===== config.mk =====
export PLATFORM = sky130hd
export DESIGN_NAME = mult_pack_sched
export DESIGN_NICKNAME = d
export VERILOG_FILES = /design/src/rtl/mult_pack_sched.sv
export SDC_FILE = /design/constraint.sdc
export NUM_CORES = 1
export LEC_CHECK = 0
export ABC_AREA = 1
export BUFFER_PORTS_ARGS = -buffer_cell sky130_fd_sc_hd__buf_2
export CAP_MARGIN = 20
export CORE_UTILIZATION = 30
export DETAILED_ROUTE_END_ITERATION = 8
export MAX_ROUTING_LAYER = met4
export PLACE_DENSITY = 0.48
export SLEW_MARGIN = 10
export SYNTH_ARGS = -nofsm -noshare
export SYNTH_HDL_FRONTEND = slang
export SYNTH_SLANG_ARGS = --single-unit

===== constraint.sdc =====
create_clock -name clk -period 3.2 [get_ports clk]
set_input_delay 0.48 -clock clk [delete_from_list [all_inputs] [get_ports clk]]
set_output_delay 0.48 -clock clk [all_outputs]
set_load 0.005 [all_outputs]

===== src/rtl/mult_pack_sched.sv =====
// mult_pack_sched: packs 4x2 half ops in pairs for a fracturable
// 8x4 multiplier; two-stage pipe (operand regs -> result regs).
// Ports: clk, rst_n (async, active-low)
//   in_*  : request (valid/ready, full, a, b, signed, tag)
//   mul_* : registered operands/modes to multiplier, mul_c product back
//   out_* : result (valid/ready, full, p, lane valids, lane tags)
module mult_pack_sched #(
    parameter int TIMEOUT = 4
) (
    input  logic        clk,
    input  logic        rst_n,
    input  logic        in_valid,
    output logic        in_ready,
    input  logic        in_full,
    input  logic [7:0]  in_a,
    input  logic [3:0]  in_b,
    input  logic        in_signed,
    input  logic [3:0]  in_tag,
    output logic [7:0]  mul_a,
    output logic [3:0]  mul_b,
    output logic        mul_a_sign,
    output logic        mul_b_sign,
    output logic        mul_half0,
    output logic        mul_half1,
    input  logic [11:0] mul_c,
    output logic        out_valid,
    input  logic        out_ready,
    output logic        out_full,
    output logic [11:0] out_p,
    output logic        out_lo_vld,
    output logic        out_hi_vld,
    output logic [3:0]  out_tag_lo,
    output logic [3:0]  out_tag_hi
);

    typedef enum logic {EMPTY, PEND} state_t;

    state_t      state, state_nx;
    logic [3:0]  pa, ptag, cnt, cnt_nx;
    logic [1:0]  pb;
    logic        psign;

    logic        s1_valid, s1_lo_vld, s1_hi_vld;
    logic [3:0]  s1_tag_lo, s1_tag_hi;

    logic        adv, s1_ok, incompat, acc;
    logic        ld_full, ld_pair, ld_lone, buf_ld, ld_any;

    logic [7:0]  a_nx;
    logic [3:0]  b_nx, tl_nx, th_nx;
    logic        sg_nx, h1_nx, hv_nx;

    assign mul_half0  = 1'b0;
    assign mul_b_sign = mul_a_sign;

    assign adv      = !out_valid || out_ready;
    assign s1_ok    = !s1_valid || adv;
    assign incompat = in_full || (in_signed != psign);
    assign acc      = in_valid && in_ready;
    assign ld_any   = ld_full || ld_pair || ld_lone;

    // Packer: next state, handshake and S1 load selects
    always_comb begin
        state_nx = state;
        cnt_nx   = cnt;
        in_ready = 1'b0;
        ld_full  = 1'b0;
        ld_pair  = 1'b0;
        ld_lone  = 1'b0;
        buf_ld   = 1'b0;
        unique case (state)
            EMPTY: begin
                // a half op only goes to the buffer, so S1 need not be free
                in_ready = in_full ? s1_ok : 1'b1;
                if (in_valid && in_ready) begin
                    if (in_full) begin
                        ld_full = 1'b1;
                    end else begin
                        buf_ld   = 1'b1;
                        cnt_nx   = 4'd0;
                        state_nx = PEND;
                    end
                end
            end
            PEND: begin
                if (in_valid && !incompat) begin
                    in_ready = s1_ok;
                    if (s1_ok) begin
                        ld_pair  = 1'b1;
                        state_nx = EMPTY;
                    end
                end else if ((in_valid || cnt == 4'(TIMEOUT)) && s1_ok) begin
                    // flush the buffered op alone; the blocked request
                    // is taken on a later cycle
                    ld_lone  = 1'b1;
                    state_nx = EMPTY;
                end
                if (!ld_pair && !ld_lone && cnt != 4'(TIMEOUT))
                    cnt_nx = cnt + 4'd1;
            end
            default: state_nx = EMPTY;
        endcase
    end

    // S1 operand/mode selection
    always_comb begin
        a_nx  = 8'd0;
        b_nx  = 4'd0;
        sg_nx = 1'b0;
        h1_nx = 1'b0;
        hv_nx = 1'b0;
        tl_nx = 4'd0;
        th_nx = 4'd0;
        unique case (1'b1)
            ld_full: begin
                a_nx  = in_a;
                b_nx  = in_b;
                sg_nx = in_signed;
                tl_nx = in_tag;
            end
            ld_pair: begin
                a_nx  = {in_a[3:0], pa};
                b_nx  = {in_b[1:0], pb};
                sg_nx = psign;
                h1_nx = 1'b1;
                hv_nx = 1'b1;
                tl_nx = ptag;
                th_nx = in_tag;
            end
            ld_lone: begin
                a_nx  = {4'd0, pa};
                b_nx  = {2'd0, pb};
                sg_nx = psign;
                h1_nx = 1'b1;
                tl_nx = ptag;
            end
            default: ;
        endcase
    end

    always_ff @(posedge clk or negedge rst_n) begin
        if (!rst_n) begin
            state <= EMPTY;
            cnt   <= 4'd0;
            pa    <= 4'd0;
            pb    <= 2'd0;
            psign <= 1'b0;
            ptag  <= 4'd0;
        end else begin
            state <= state_nx;
            cnt   <= cnt_nx;
            if (buf_ld && acc) begin
                pa    <= in_a[3:0];
                pb    <= in_b[1:0];
                psign <= in_signed;
                ptag  <= in_tag;
            end
        end
    end

    // S1: operand registers feeding the multiplier
    always_ff @(posedge clk or negedge rst_n) begin
        if (!rst_n) begin
            s1_valid   <= 1'b0;
            mul_a      <= 8'd0;
            mul_b      <= 4'd0;
            mul_a_sign <= 1'b0;
            mul_half1  <= 1'b0;
            s1_lo_vld  <= 1'b0;
            s1_hi_vld  <= 1'b0;
            s1_tag_lo  <= 4'd0;
            s1_tag_hi  <= 4'd0;
        end else if (s1_ok) begin
            s1_valid <= ld_any;
            if (ld_any) begin
                mul_a      <= a_nx;
                mul_b      <= b_nx;
                mul_a_sign <= sg_nx;
                mul_half1  <= h1_nx;
                s1_lo_vld  <= 1'b1;
                s1_hi_vld  <= hv_nx;
                s1_tag_lo  <= tl_nx;
                s1_tag_hi  <= th_nx;
            end
        end
    end

    // S2: result register, held while downstream stalls
    always_ff @(posedge clk or negedge rst_n) begin
        if (!rst_n) begin
            out_valid  <= 1'b0;
            out_full   <= 1'b0;
            out_p      <= 12'd0;
            out_lo_vld <= 1'b0;
            out_hi_vld <= 1'b0;
            out_tag_lo <= 4'd0;
            out_tag_hi <= 4'd0;
        end else if (adv) begin
            out_valid <= s1_valid;
            if (s1_valid) begin
                out_full   <= !mul_half1;
                out_p      <= mul_c;
                out_lo_vld <= s1_lo_vld;
                out_hi_vld <= s1_hi_vld;
                out_tag_lo <= s1_tag_lo;
                out_tag_hi <= s1_tag_hi;
            end
        end
    end

endmodule

# ---- Word level (Yosys, flattened, before mapping)
# Cells that the tools add are included.
dict set report totals {
  ff_bits 65
  latch_bits 0
  ramBits 0
  romBits 0
  word_cells 85
  n_memories 0
}
dict set report classes {
  add_sub_neg 1
  n_mul 0
  n_div 0
  n_lt_le_gt_ge 0
  eq_ne 6
  n_shift 0
  n_mux 32
  n_bitwise 1
  reduce_logical 23
}
# cell n
set ops {}
lappend ops {{case mux 8 bit (3 select lines)} 1}
lappend ops {{two-way mux 1 bit} 21}
lappend ops {{two-way mux 4 bit} 4}
lappend ops {{case mux 4 bit (2 select lines)} 2}
lappend ops {{case mux 4 bit (3 select lines)} 1}
lappend ops {{logical AND 1 bit} 7}
lappend ops {{zero test 1 bit} 6}
lappend ops {{logical OR 1 bit} 6}
lappend ops {{case mux 1 bit (2 select lines)} 3}
lappend ops {{adder 4 x 1 -> 4 bit (second input constant)} 1}
lappend ops {{== test 4 x 3 -> 1 bit (second input constant)} 1}
lappend ops {{inequality test 2 bit (second input constant)} 2}
lappend ops {{inequality test 4 x 3 -> 1 bit (second input constant)} 1}
lappend ops {{AND reduction 2 bit} 2}
lappend ops {{AND reduction 3 bit} 1}
lappend ops {{inequality test 2 x 1 -> 1 bit (second input constant)} 1}
lappend ops {{OR reduction 2 bit} 1}
lappend ops {{inequality test 1 bit} 1}
lappend ops {{NOT 1 bit} 1}

# ---- Longest topological paths before layout
dict set report logic_depth {
  word_depth 12
  ltp_mapped 10
  ltp_nobuf 10
}

# ---- Worst setup path after synthesis
# OpenSTA, ideal clock, no wires.
dict set report synth_timing {
  path_kind {input-to-reg}
  startpoint {in out_ready}
  endpoint {reg out_hi_vld}
  setup_ns 0.125
  arrival_time_ns 1.305
  setup_slack_ns 1.770
  path_stages 5
  cell_sequence {inv_1 > nand2_1 > nand2_2 > buf_2 > mux2_2}
}
dict set report synth_between {
  elab_chain_len 2
}
# item line
set synth_lines {}
lappend synth_lines {{start, declared} 27} ;# input logic out_ready,
lappend synth_lines {{logical OR 1 bit} 56} ;# assign adv = !out_valid || out_ready;
lappend synth_lines {{AND reduction 2 bit (no source line)} --}
lappend synth_lines {{end signal, assigned} 204} ;# out_hi_vld <= s1_hi_vld;
lappend synth_lines {{end, declared} 31} ;# output logic out_hi_vld,
# Every way passes these cells.
# A chain may end at the register's enable or synchronous reset.

# ---- Worst setup path after layout
dict set report layout_timing {
  startpoint {reg out_valid}
  endpoint {out in_ready}
}
dict set report layout_between {
  elab_chain_len 5
}
# item line
set layout_lines {}
lappend layout_lines {{start, declared} 26} ;# output logic out_valid,
lappend layout_lines {{start signal, assigned} 199} ;# out_valid <= s1_valid;
lappend layout_lines {{zero test 1 bit *} 56}
lappend layout_lines {{logical OR 1 bit *} 56}
lappend layout_lines {{logical OR 1 bit *} 57} ;# assign s1_ok = !s1_valid || adv;
lappend layout_lines {{two-way mux 1 bit, on equally long branches} {86, 74}}
lappend layout_lines {{case mux 1 bit (2 select lines) *} 71} ;# unique case (state)
lappend layout_lines {{end, declared} 13} ;# output logic in_ready,
# Mark *: on every way between the ends. The rest lies on a longest branch, timed or not.

==> impl_metrics.py <==
metrics = {
    "clock_tree": {
        "clk_pin_slew_worst_paths_ns": 0.07,
        "post_cts_buffers": 0,
        "cts.path.max_buffers": 2,
        "clock-sinks": 65,
        "clk_latency_ns": 0.33,
        "h-tree-depth": 3,
        "cts-buffers-inserted": 9,
        "cts-root-buf": "clkbuf_8",
        "post_cts_resized": 0,
        "cts_hold_buf": 0,
        "cts_tree": "built",
    },
    "cells_and_area": {
        "largest_reg_flops": 12,
        "top_register": "out_p",
        "syn_to_final_growth_pct": 23.8,
        "nNetsFinal": 370,
        "top_regs": "out_p x12, mul_a x8",
        "fin_area_um2": 3360,
        "fill_cells": 889,
        "layout-drive-gt1-share_pct": 36.9,
    },
    "power_and_ir_drop": {
        "p_leak_nw": 1.75,
        "power_density_nw_per_um2": 856,
        "ir_drop_mv": 0.351,
    },
    "setup_path": {
        "cp-start-kind": "register",
        "end_kind": "output port",
        "path_class": "reg2out",
        "cpPeakStageDelay_ns": 0.42,
        "cp-endpoint": "in_ready",
        "reg2reg_slack_ns": 1.43,
        "worstPathMaxFanout": 5,
        "cp.required_ns": 2.72,
        "worstPathArrival_ns": 1.37,
        "reg2reg_to": "s1_tag_hi[1]",
        "cp_slowest_cell": "dfrtp_1",
        "reg2reg_from": "cnt[0]",
        "reg2regPathDepth": 9,
        "startpoint": "out_valid",
        "crit_chain": "nand3_2, nand4_1, a21boi_0, buf_2",
    },
    "run": {
        "maxCapViolations": 0,
    },
    "sta": {
        "finalCriticalPeriod_ns": 1.85,
        "period_share_pct": 57.8,
        "worst_pin_slew_ns": 0.574,
        "hold_slack_ns": 0.144,
        "drv_slew": 0,
        "max_freq_mhz": 540,
        "finClkSkew_ns": 0.00623,
        "setup_tns_ns": 0,
        "hold_violations": 0,
        "rsz0062_at_grt": "no",
        "relSlewSlack_pct": 61.7,
        "finalSetupViolations": 0,
    },
    "logic_synthesis": {
        "async_flop_share_pct": 100,
        "synth.most_common_cell": "nand2_1",
        "yosysTopAreaCell": "dfrtp_1",
        "netlist_instances": 258,
        "synth_area_um2": 2720,
        "synth-seq-cells": 65,
        "ys_warn_count": 0,
        "syn_avg_cell_area_um2": 10.5,
        "ys_top_cells_by_area": "dfrtp_1 (60%), nand2_1 (12%), mux2_2 (11%), nand3_1 (3.5%), inv_1 (2.1%)",
        "syn_nets": 294,
        "yosysSeqAreaShare_pct": 59.9,
        "synth.distinct_cells": 24,
        "yosysTopAreaCellShare_pct": 59.9,
        "synthFlopType": "dfrtp_1",
        "synth.top_cells.by_count": "nand2_1 (87), dfrtp_1 (65), mux2_2 (27)",
        "synth_edf_count": 0,
    },
    "placement": {
        "place_congestion": 0.720,
        "dp_hpwl_um": 3900,
        "io_buffers": 73,
        "place_area_um2": 3160,
    },
    "floorplanning": {
        "row_count": 34,
        "fp.dieW_um": 97.2,
        "die_h_um": 97.2,
        "die_area_um2": 9440,
        "start_util_pct": 31.0,
        "io_pins": 75,
        "core_um2": 8760,
    },
    "routing": {
        "wl_met3_um": 328,
        "wire_per_inst_um": 12.7,
        "vias_per_cell": 4.46,
        "drtPass1Iterations": 5,
        "top_layer_used": "met4",
        "drt_first_iter_violations": 97,
        "routed-via-count": 1999,
        "drc": 0,
        "detail-route-antenna-nets": 0,
        "wirelength_met1_um": 2690,
        "met2_length_um": 2600,
        "drt_wl_total_um": 5670,
    },
    "global_route": {
        "grt_max_degree": 44,
        "grt.overflow.total": 0,
        "grt_pass1_vias": 2012,
        "grt_util_all_layers_pct": 13.5,
        "antenna_found_initial": 1,
        "grt_pass1_wl_um": 9760,
    },
    "run_status": {
        "status": "completed",
    },
    "hold_path": {
        "hp-class": "in2async",
    },
}
## kinds of logic after synthesis
| logic type | count (synthesis) | synth area share, % |
|---|---|---|
| DFF | 65 | 59.9 |
| other | 1 | 0.138 |
| AOI/OAI and AO/OA | 16 | 3.27 |
| and+or+nand+nor | 120 | 19.2 |
| adders and majority gates | 2 | 0.921 |
| xor gates and xnor gates | 2 | 0.645 |
| buffers and inverters | 25 | 4.79 |
| muxes | 27 | 11.2 |
## power by group
part / switching, mW / internal [mW]
combinational: 0.397 / 0.422
clock: 0.292 / 0.439
sequential: 0.186 / 1.14
total: 0.875 / 2.00
## through the flow
stage          instances  util, %  setup slack (ns)  total power, mW
6_report             448     38.4              1.35             2.88
4_1_cts              447     38.4              1.29             2.94
5_1_grt              448     38.4              1.17             3.11
3_5_place_dp         431     36.0              1.37             2.19
2_1_floorplan        258        -              1.77             1.83
3_3_place_gp         431     36.0              1.37             2.17
## critical path, delay by kind of cell, from the launching register on
| family | cells | cell delay [ns] |
|---|---|---|
| AO/OA/AOI/OAI | 1 | 0.20 |
| buffers and inverters | 1 | 0.14 |
| flip-flops | 1 | 0.42 |
| AND/OR/NAND/NOR | 2 | 0.27 |
## per-layer routing
| layer | up-vias | global-route usage [%] |
|---|---|---|
| met1 | 948 | 16.9 |
| met4 | 0 | 3.44 |
| met3 | 5 | 5.04 |
| met2 | 63 | 20.7 |
| li1 | 983 | - |
| met5 | - | - |
## layout by cell type (no fill, tap or decap)
| cell type | count |
|---|---|
| nand2_1 | 87 |
| buf_2 | 73 |
| dfrtp_1 | 65 |
| mux2_2 | 27 |
| nand3_1 | 19 |
| inv_1 | 15 |
| o21ai_0 | 9 |
| clkbuf_8 | 9 |
| o21ai_1 | 4 |
| clkbuf_1 | 4 |
| nand2_2 | 3 |
| nand3_2 | 2 |
| nor2_2 | 2 |
| nand4_1 | 2 |
| nor2_1 | 2 |
| nor2_4 | 2 |
| xor2_1 | 2 |
| ha_1 | 2 |
| bufinv_16 | 2 |
| diode_2 | 1 |
| a21boi_0 | 1 |
| o21bai_2 | 1 |
| inv_4 | 1 |
| a21oi_1 | 1 |
| or2_2 | 1 |
| conb_1 | 1 |
| clkinv_2 | 1 |
| buf_4 | 1 |
## final cells by class
type | count | area (um^2) | share of cell area, %
antenna | 1 | 2.50 | 0.0744
clock buffer | 13 | 139 | 4.13
clock inverter | 3 | 65.1 | 1.93
inverter | 16 | 62.6 | 1.86
multi-input combinational | 168 | 961 | 28.6
sequential | 65 | 1630 | 48.3
tap | 108 | 135 | 4.02
timing repair buffer | 74 | 373 | 11.1
## worst min-delay path by stage
stage / startpoint / end / slack [ns]
after floorplan: rst_n / cnt[0] / 0.18
after global placement: s1_lo_vld / s1_lo_vld / 0.45
after detailed placement: s1_lo_vld / s1_lo_vld / 0.45
after CTS: rst_n / mul_a[3] / 0.14
after global routing: rst_n / mul_a[3] / 0.16
final: rst_n / mul_a[3] / 0.14
(Power assumes the default switching activity.)
